$ cat src/rtl/game_flow_if.sv
// Player/game-progress signal bundle between the maze top level and game_flow_fsm.
// The slave modport is the progress controller; the master modport is the game logic.
interface game_flow_if #(
  parameter int WORLD_W = 2,
  parameter int LEVEL_W = 3,
  parameter int LIVES_W = 4
);
  logic               start_btn;
  logic [1:0]         player_status;
  logic [2:0]         game_status;
  logic [WORLD_W-1:0] world;
  logic [LEVEL_W-1:0] level;
  logic [LIVES_W-1:0] lives;
  logic               level_load;

  modport master (
    output start_btn, player_status,
    input  game_status, world, level, lives, level_load
  );

  modport slave (
    input  start_btn, player_status,
    output game_status, world, level, lives, level_load
  );
endinterface

$ cat src/rtl/game_flow_fsm.sv
// Game-progress controller: tracks world, level and lives from player pass/die reports,
// holds each transition screen for HOLD_CYCLES and strobes level_load on every return to play.
module game_flow_fsm #(
  parameter int NUM_WORLDS       = 4,
  parameter int LEVELS_PER_WORLD = 6,
  parameter int START_LIVES      = 3,
  parameter int MAX_LIVES        = 9,
  parameter int HOLD_CYCLES      = 100000000
) (
  input logic        clk,
  input logic        rst,
  game_flow_if.slave gameIf
);

  localparam int WORLD_W = (NUM_WORLDS > 1) ? $clog2(NUM_WORLDS) : 1;
  localparam int LEVEL_W = (LEVELS_PER_WORLD > 1) ? $clog2(LEVELS_PER_WORLD) : 1;
  localparam int LIVES_W = ($clog2(MAX_LIVES + 1) > 1) ? $clog2(MAX_LIVES + 1) : 1;
  localparam int HOLD_W  = (HOLD_CYCLES > 1) ? $clog2(HOLD_CYCLES) : 1;

  localparam logic [WORLD_W-1:0] LAST_WORLD  = WORLD_W'(NUM_WORLDS - 1);
  localparam logic [LEVEL_W-1:0] LAST_LEVEL  = LEVEL_W'(LEVELS_PER_WORLD - 1);
  localparam logic [LIVES_W-1:0] INIT_LIVES  = LIVES_W'(START_LIVES);
  localparam logic [LIVES_W-1:0] LIVES_CEIL  = LIVES_W'(MAX_LIVES);
  localparam logic [HOLD_W-1:0]  HOLD_LOAD   = HOLD_W'(HOLD_CYCLES - 1);

  typedef enum logic [2:0] {
    ST_START     = 3'd0,
    ST_PLAYING   = 3'd1,
    ST_LEVEL_INC = 3'd2,
    ST_WORLD_INC = 3'd3,
    ST_LIFE_LOST = 3'd4,
    ST_LOSE      = 3'd5,
    ST_WIN       = 3'd6
  } gameStateT;

  gameStateT          state_r;
  logic [WORLD_W-1:0] world_r;
  logic [LEVEL_W-1:0] level_r;
  logic [LIVES_W-1:0] lives_r;
  logic [HOLD_W-1:0]  holdCnt_r;
  logic               startPrev_r;
  logic               armed_r;
  logic               levelLoad_r;

  logic startEdge_s;
  logic statusIdle_s;
  logic statusPass_s;

  function automatic logic [LIVES_W-1:0] satIncLives(input logic [LIVES_W-1:0] cur);
    satIncLives = (cur >= LIVES_CEIL) ? LIVES_CEIL : cur + LIVES_W'(1);
  endfunction

  // Input decode: a start press is a rising edge; status 3 behaves like 0.
  assign startEdge_s  = gameIf.start_btn & ~startPrev_r;
  assign statusIdle_s = (gameIf.player_status == 2'd0) || (gameIf.player_status == 2'd3);
  assign statusPass_s = (gameIf.player_status == 2'd1);

  // Game-progress state machine with all outputs registered.
  always_ff @(posedge clk or negedge rst) begin
    if (!rst) begin
      state_r     <= ST_START;
      world_r     <= '0;
      level_r     <= '0;
      lives_r     <= INIT_LIVES;
      holdCnt_r   <= '0;
      startPrev_r <= 1'b1;
      armed_r     <= 1'b0;
      levelLoad_r <= 1'b0;
    end else begin
      startPrev_r <= gameIf.start_btn;
      levelLoad_r <= 1'b0;
      case (state_r)
        ST_START: begin
          if (startEdge_s) begin
            state_r     <= ST_PLAYING;
            world_r     <= '0;
            level_r     <= '0;
            lives_r     <= INIT_LIVES;
            armed_r     <= 1'b0;
            levelLoad_r <= 1'b1;
          end
        end
        ST_PLAYING: begin
          // A pass/die report acts once per arming, so a stuck status yields one event.
          if (statusIdle_s) begin
            armed_r <= 1'b1;
          end else if (armed_r) begin
            armed_r   <= 1'b0;
            holdCnt_r <= HOLD_LOAD;
            if (statusPass_s) begin
              if (level_r < LAST_LEVEL) begin
                level_r <= level_r + LEVEL_W'(1);
                state_r <= ST_LEVEL_INC;
              end else if (world_r < LAST_WORLD) begin
                world_r <= world_r + WORLD_W'(1);
                level_r <= '0;
                lives_r <= satIncLives(lives_r);
                state_r <= ST_WORLD_INC;
              end else begin
                state_r <= ST_WIN;
              end
            end else begin
              if (lives_r > LIVES_W'(1)) begin
                lives_r <= lives_r - LIVES_W'(1);
                state_r <= ST_LIFE_LOST;
              end else begin
                lives_r <= '0;
                state_r <= ST_LOSE;
              end
            end
          end
        end
        ST_LEVEL_INC, ST_WORLD_INC, ST_LIFE_LOST: begin
          if (holdCnt_r == '0) begin
            state_r     <= ST_PLAYING;
            armed_r     <= 1'b0;
            levelLoad_r <= 1'b1;
          end else begin
            holdCnt_r <= holdCnt_r - HOLD_W'(1);
          end
        end
        ST_LOSE, ST_WIN: begin
          if (startEdge_s) begin
            state_r <= ST_START;
            world_r <= '0;
            level_r <= '0;
            lives_r <= INIT_LIVES;
          end
        end
        default: begin
          state_r <= ST_START;
        end
      endcase
    end
  end

  assign gameIf.game_status = state_r;
  assign gameIf.world       = world_r;
  assign gameIf.level       = level_r;
  assign gameIf.lives       = lives_r;
  assign gameIf.level_load  = levelLoad_r;

endmodule
$ cat src/flat_wrapper.sv
// flat-port wrapper written by rule: the top's interface ports become plain ports
module game_flow_fsm_flat 
#(
  parameter int NUM_WORLDS       = 4,
  parameter int LEVELS_PER_WORLD = 6,
  parameter int START_LIVES      = 3,
  parameter int MAX_LIVES        = 9,
  parameter int HOLD_CYCLES      = 100000000
)
  (clk, rst, gameIf_start_btn, gameIf_player_status, gameIf_game_status, gameIf_world, gameIf_level, gameIf_lives, gameIf_level_load);
  game_flow_if gameIf_i ();
  input logic clk;
  input logic rst;
  input wire logic [$bits(gameIf_i.start_btn)-1:0] gameIf_start_btn;
  input wire logic [$bits(gameIf_i.player_status)-1:0] gameIf_player_status;
  output wire logic [$bits(gameIf_i.game_status)-1:0] gameIf_game_status;
  output wire logic [$bits(gameIf_i.world)-1:0] gameIf_world;
  output wire logic [$bits(gameIf_i.level)-1:0] gameIf_level;
  output wire logic [$bits(gameIf_i.lives)-1:0] gameIf_lives;
  output wire logic [$bits(gameIf_i.level_load)-1:0] gameIf_level_load;
  assign gameIf_i.start_btn = gameIf_start_btn;
  assign gameIf_i.player_status = gameIf_player_status;
  assign gameIf_game_status = gameIf_i.game_status;
  assign gameIf_world = gameIf_i.world;
  assign gameIf_level = gameIf_i.level;
  assign gameIf_lives = gameIf_i.lives;
  assign gameIf_level_load = gameIf_i.level_load;
  game_flow_fsm #(.NUM_WORLDS(NUM_WORLDS), .LEVELS_PER_WORLD(LEVELS_PER_WORLD), .START_LIVES(START_LIVES), .MAX_LIVES(MAX_LIVES), .HOLD_CYCLES(HOLD_CYCLES)) u_core (.clk(clk), .rst(rst), .gameIf(gameIf_i));
endmodule
$ cat config.mk
export PLATFORM = sky130hd
export DESIGN_NAME = game_flow_fsm_flat
export DESIGN_NICKNAME = d
export VERILOG_FILES = /design/src/rtl/game_flow_if.sv /design/src/rtl/game_flow_fsm.sv /design/src/flat_wrapper.sv
export SDC_FILE = /design/constraint.sdc
export NUM_CORES = 1
export LEC_CHECK = 0
export CORE_UTILIZATION = 45
export CTS_BUF_LIST = sky130_fd_sc_hd__clkbuf_8
export DETAILED_ROUTE_END_ITERATION = 8
export HOLD_SLACK_MARGIN = 0.03
export PLACE_DENSITY = 0.65
export SLEW_MARGIN = 20
export SYNTH_ARGS = -nofsm -noshare
export SYNTH_HDL_FRONTEND = slang
export SYNTH_SLANG_ARGS = --single-unit
$ cat constraint.sdc
create_clock -name clk -period 2.2 [get_ports clk]
set_input_delay 0.22 -clock clk [delete_from_list [all_inputs] [get_ports clk]]
set_output_delay 0.22 -clock clk [all_outputs]
set_load 0.01 [all_outputs]
# [Word-level counts from Yosys, hierarchy flattened]
# Index checks and enable logic that the tools add are counted.
[totals] in_bits=5 register_bits=42 ram_bits=0 n_memories=0 out_inout_bits=13 latch_bits=0 mem_bits_ro=0
[classes] div=0 reduce_logical=16 n_shift=0 eq_ne=21 order_cmp=4 muxes=43 bitwise_logic=2 add_sub_neg=5 multipliers=0
[ops] op="$mux 27" count=3
[ops] op="$pmux 27 s2" count=1
[ops] op="$mux 3" count=13
[ops] op="$mux 4" count=8
[ops] op="$logic_not 27->1" count=1
[ops] op="$sub 27x1->27 const B" count=1
[ops] op="$ne 2x1->1 const B" count=7
[ops] op="$mux 2" count=6
[ops] op="$pmux 3 s4" count=1
[ops] op="$reduce_and 6->1" count=2
[ops] op="$eq 3x3->1 const B" count=3
[ops] op="$pmux 4 s2" count=1
[ops] op="$reduce_and 7->1" count=1
[ops] op="$eq 3x2->1 const B" count=2
[ops] op="$mux 1" count=6
[ops] op="$ne 2x2->1 const B" count=3
[ops] op="$ne 3x3->1 const B" count=2
[ops] op="$pmux 3 s2" count=1
[ops] op="$reduce_or 3->1" count=2
[ops] op="$reduce_and 5->1" count=1
[ops] op="$add 4x1->4 const B" count=1
[ops] op="$ge 4x4->1 const B" count=1
[ops] op="$gt 4x1->1 const B" count=1
[ops] op="$pmux 2 s2" count=1
[ops] op="21 further kinds" count=22

# [Longest topological paths before layout]
[logic_depth] word_depth=8 ltp_mapped=8 mapped_depth_nobuf=7

# [Worst setup path after synthesis]
# OpenSTA, ideal clock, no wires.
[synth_timing] kind="flip-flop to flip-flop" from="register u_core.holdCnt_r[21]" to="register u_core.holdCnt_r[13]" period_less_slack_ps=2200 setup_time_ps=141 path_stages_with_launch=8 t_arrival_ps=2059 n_path_buf=2 slack_ps=0 path_cell_list="dfrtp_1 > or4_1 > buf_2 > or4_4 > o211ai_2 > buf_6 > or4_1 > nand3_1"
[synth_between] elab_chain_cells=3
[synth_rtl] element="from (decl)" line_no="game_flow_fsm.sv:40" text="logic [HOLD_W-1:0] holdCnt_r;"
[synth_rtl] element="from (signal assigned)" line_no="game_flow_fsm.sv:119" text="holdCnt_r <= holdCnt_r - HOLD_W'(1);"
[synth_rtl] element="$logic_not 27->1" line_no="game_flow_fsm.sv:114" text="if (holdCnt_r == '0) begin"
[synth_rtl] element="$ne 2x2->1 (no line)"
[synth_rtl] element="$reduce_and 4->1 (no line)"
# No other way between the ends.
# A chain may end at the register's enable or synchronous reset.

# [Worst setup path in the final report]
[layout_timing] from="register u_core.holdCnt_r[0]" to="register u_core.holdCnt_r[9]"
[layout_between] elab_chain_cells=3 word_cells_on_any_way=6
[layout_rtl] element="$sub 27x1->27 or $logic_not 27->1 (tied branches)" line_no="game_flow_fsm.sv:119, game_flow_fsm.sv:114"
[layout_rtl] element="$mux 27 or $ne 2x2->1 (tied branches)"
[layout_rtl] element="$pmux 27 s2 or $reduce_and 4->1 (tied branches)"
# Parallel ways exist; a longest one is shown, timed or not. The select of a mux whose other input is x is not followed.

==> run summary <==
Remaining Overflow, GRT: 0
Syn nets: 297
Drt drc: 0
Final setup margin: 0.0100 ns
Pin count of the biggest net entering global routing: 22
Netlist Area Pre-Place: 0.00253 mm^2
Synth top area share: 0.385
Gpl congestion: 0.857
Max-Cap Viols: 0
Vias in the first global route: 2195
Sequential-to-total area share from yosys stat: 0.416
Pleak: 1.28 nW
Worst-margin pin slew: 0.618 ns
Clk root buf: clkbuf_8
Max VDD drop: 0.000581 V
Min-delay src: gameIf_start_btn
PD cells: 1050 mW/mm^2
Row cnt: 26
Crit. End Element: flop
FF+latch area: 0.00105 mm^2
Internal power: 2.14 mW
Worst Setup Start Kind: flop
Design Area, Final: 0.00328 mm^2
Comb power frac: 0.445
Number of flops mapped to enable cells by yosys: 0
Hold_ws: 0.363 ns
Final net count: 350
Status: finished clean
Htree depth: 2
Initial Utilization: 0.481
Crit path arrival time: 2.38 ns
HP Class: input port to flop
Total Wirelength: 6050 um
Clock buffer depth: 2
Die width: 77.0 um
Clk pwr share: 0.218
Antenna violations before repair: 0
Sw Share: 0.377
Netlist cell types: 53
Die Area: 0.00593 mm^2
DRT antenna net count: 0
Via Count: 2363
Post-synthesis register bit count: 42
Worst EP required: 2.39 ns
Top post-synthesis cells by area: dfrtp_1, o21ai_0, ha_1
Post-synthesis cell count: 284
Global-route wire length before repair: 10400 um
Fillers: 478
Clk_lat worst skew: 0.29 ns
Total power: 3.44 mW
P_sw: 1.30 mW
Antenna cells: 0
Final Setup Violations: 0
Most numerous cell in the Yosys netlist: dfrtp_1
Async SR Flop Fraction: 1.00
Max-slew violations: 0
Clk_skew: 0.0118 ns
Max FO, Critical Path: 5
Synthesized area per cell: 8.92 um^2
Largest area contributor in the netlist: dfrtp_1
Synth Flop Type: dfrtp_1
Clock sink total: 42
WL/cell: 14.8 um
I/O Buffers: 17
Kind of critical path: flop to flop
First-pass detailed-route iteration total: 4
RSZ-0062 raised after global routing: yes
Worst slack, placed: -0.0561 ns
Synth Warn #: 0
Crit path time final: 2.19 ns
Via density: 5.79
# IOs: 18
Layout cells sized above 1: 0.228
CTS buffer count: 5
Slew margin rel.: 0.584
Final hold viol count: 0
Setup crit start: u_core.holdCnt_r[0]
Crit share post-route: 0.995
Post-detail-place hpwl: 4350 um
Starting DRC count in detailed routing: 180
Max Fclk: 0.457 GHz
Core area: 0.00527 mm^2
Register share of total power: 0.337
Chip height: 77.0 um
Most common library cells after synthesis: dfrtp_1, o21ai_0, nand2_1
Area of the multi-input gates: 0.00147 mm^2
Clk slew on worst S/H paths: 0.08 ns
Syn-to-layout area delta: 29.4%
CTS tree: done
Reg2reg start: u_core.holdCnt_r[0]
FF-to-FF setup slack: 0.01 ns
DP Area: 0.00299 mm^2
GRT Overall Usage: 0.219
-- worst max-delay path: stages (launching register included) --
cell and delay (ns):
dfrtp_1 0.39, inv_2 0.07, ha_1 0.13, or4b_4 0.46, or4_4 0.46, o211ai_4 0.23
buf_4 0.18, or4_1 0.12, a21oi_2 0.05
-- layer usage --
layer,vias up,global-route usage,part of all wire,wire length [um]
li1,1186,-,-,-
met2,38,0.348,0.47,2830
met1,1135,0.314,0.49,2980
met5,-,0,0,0
met3,4,0.0369,0.033,197
met4,0,0.0453,0.0074,45
-- cell usage in the layout (no fill, tap or decap), types with 3 or more instances in the layout --
| cell | count |
|---|---|
| dfrtp_1 | 39 |
| buf_4 | 38 |
| o21ai_0 | 25 |
| nand2_1 | 22 |
| nand3_1 | 20 |
| nor2_1 | 16 |
| clkdlybuf4s50_1 | 16 |
| a21oi_1 | 10 |
| a31oi_1 | 10 |
| inv_1 | 9 |
| or3_1 | 9 |
| nor3_1 | 8 |
| ha_1 | 8 |
| or4_1 | 7 |
| o21ai_1 | 6 |
| clkbuf_8 | 6 |
| nor2b_1 | 5 |
| nor4_2 | 4 |
| o31ai_1 | 4 |
| and4_1 | 4 |
| a22oi_1 | 3 |
| o211ai_1 | 3 |
| nor3b_1 | 3 |
| nor4_1 | 3 |
| xnor2_1 | 3 |
| o41ai_1 | 3 |
| dfstp_2 | 3 |
-- registers in the layout, indices dropped and copies added (netlist names) --
register	count
u_core.holdCnt_r	27
u_core.gameIf.lives	4
u_core.gameIf.game_status	3
u_core.gameIf.level	3
u_core.gameIf.world	2
u_core.armed_r	1
u_core.gameIf.level_load	1
u_core.startPrev_r	1
-- logic make-up (layout without fill, tap and decap cells) --
family / after synthesis / in the layout / share of synthesized area
buffers and inverters: 23 / 77 / 0.0375
AO/OA/AOI/OAI: 83 / 83 / 0.207
adder cells (fa/ha/maj): 8 / 8 / 0.0395
XOR/XNOR: 4 / 4 / 0.0138
flip-flops: 42 / 42 / 0.416
multiplexers: 4 / 4 / 0.0168
AND/OR/NAND/NOR: 120 / 120 / 0.269
-- what timing repair did --
action,CTS,global route
buffers inserted,0,5
resized for setup,7,15
pin swaps,2,7
setup endpoints to repair,15,26
cloned,0,1
hold buffers,1,0
hold endpoints to repair,19,0
-- cell type report --
class	count	area share
clock inverter	2	0.0183
sequential	42	0.322
clock buffer	6	0.0252
timing repair buffer	58	0.147
multi-input combinational	219	0.448
tap	70	0.0267
inverter	11	0.0126
-- power by group through the flow --
stage	Clock, mW	Combinational, mW	Sequential, mW
global placement	0	1.43	1.16
detailed placement	0	1.45	1.17
global route	0.797	1.71	1.20
finish	0.750	1.53	1.16
CTS	0.766	1.49	1.16
floorplan	0	0.828	1.19
-- through the flow --
| step | cells | util | TNS (ns) |
|---|---|---|---|
| final | 408 | 0.622 | 0 |
| after global routing | 408 | 0.622 | -0.454 |
| after CTS | 402 | 0.602 | 0 |
| after detailed placement | 393 | 0.567 | -0.561 |
| after global placement | 393 | 0.567 | -0.0239 |
| after floorplan | 284 | - | 0 |
-- worst paths after layout --
path / to / depth (start not counted)
min in group asynchronous: u_core.holdCnt_r[13] / 2
worst max register to register: u_core.holdCnt_r[9] / 8
max in group asynchronous: u_core.gameIf.lives[1] / 3
worst max-delay path: u_core.holdCnt_r[9] / 8
worst min-delay path: u_core.startPrev_r / 1
worst min register to register: u_core.armed_r / 2
No activity file was read; power rests on OpenSTA's default activity.
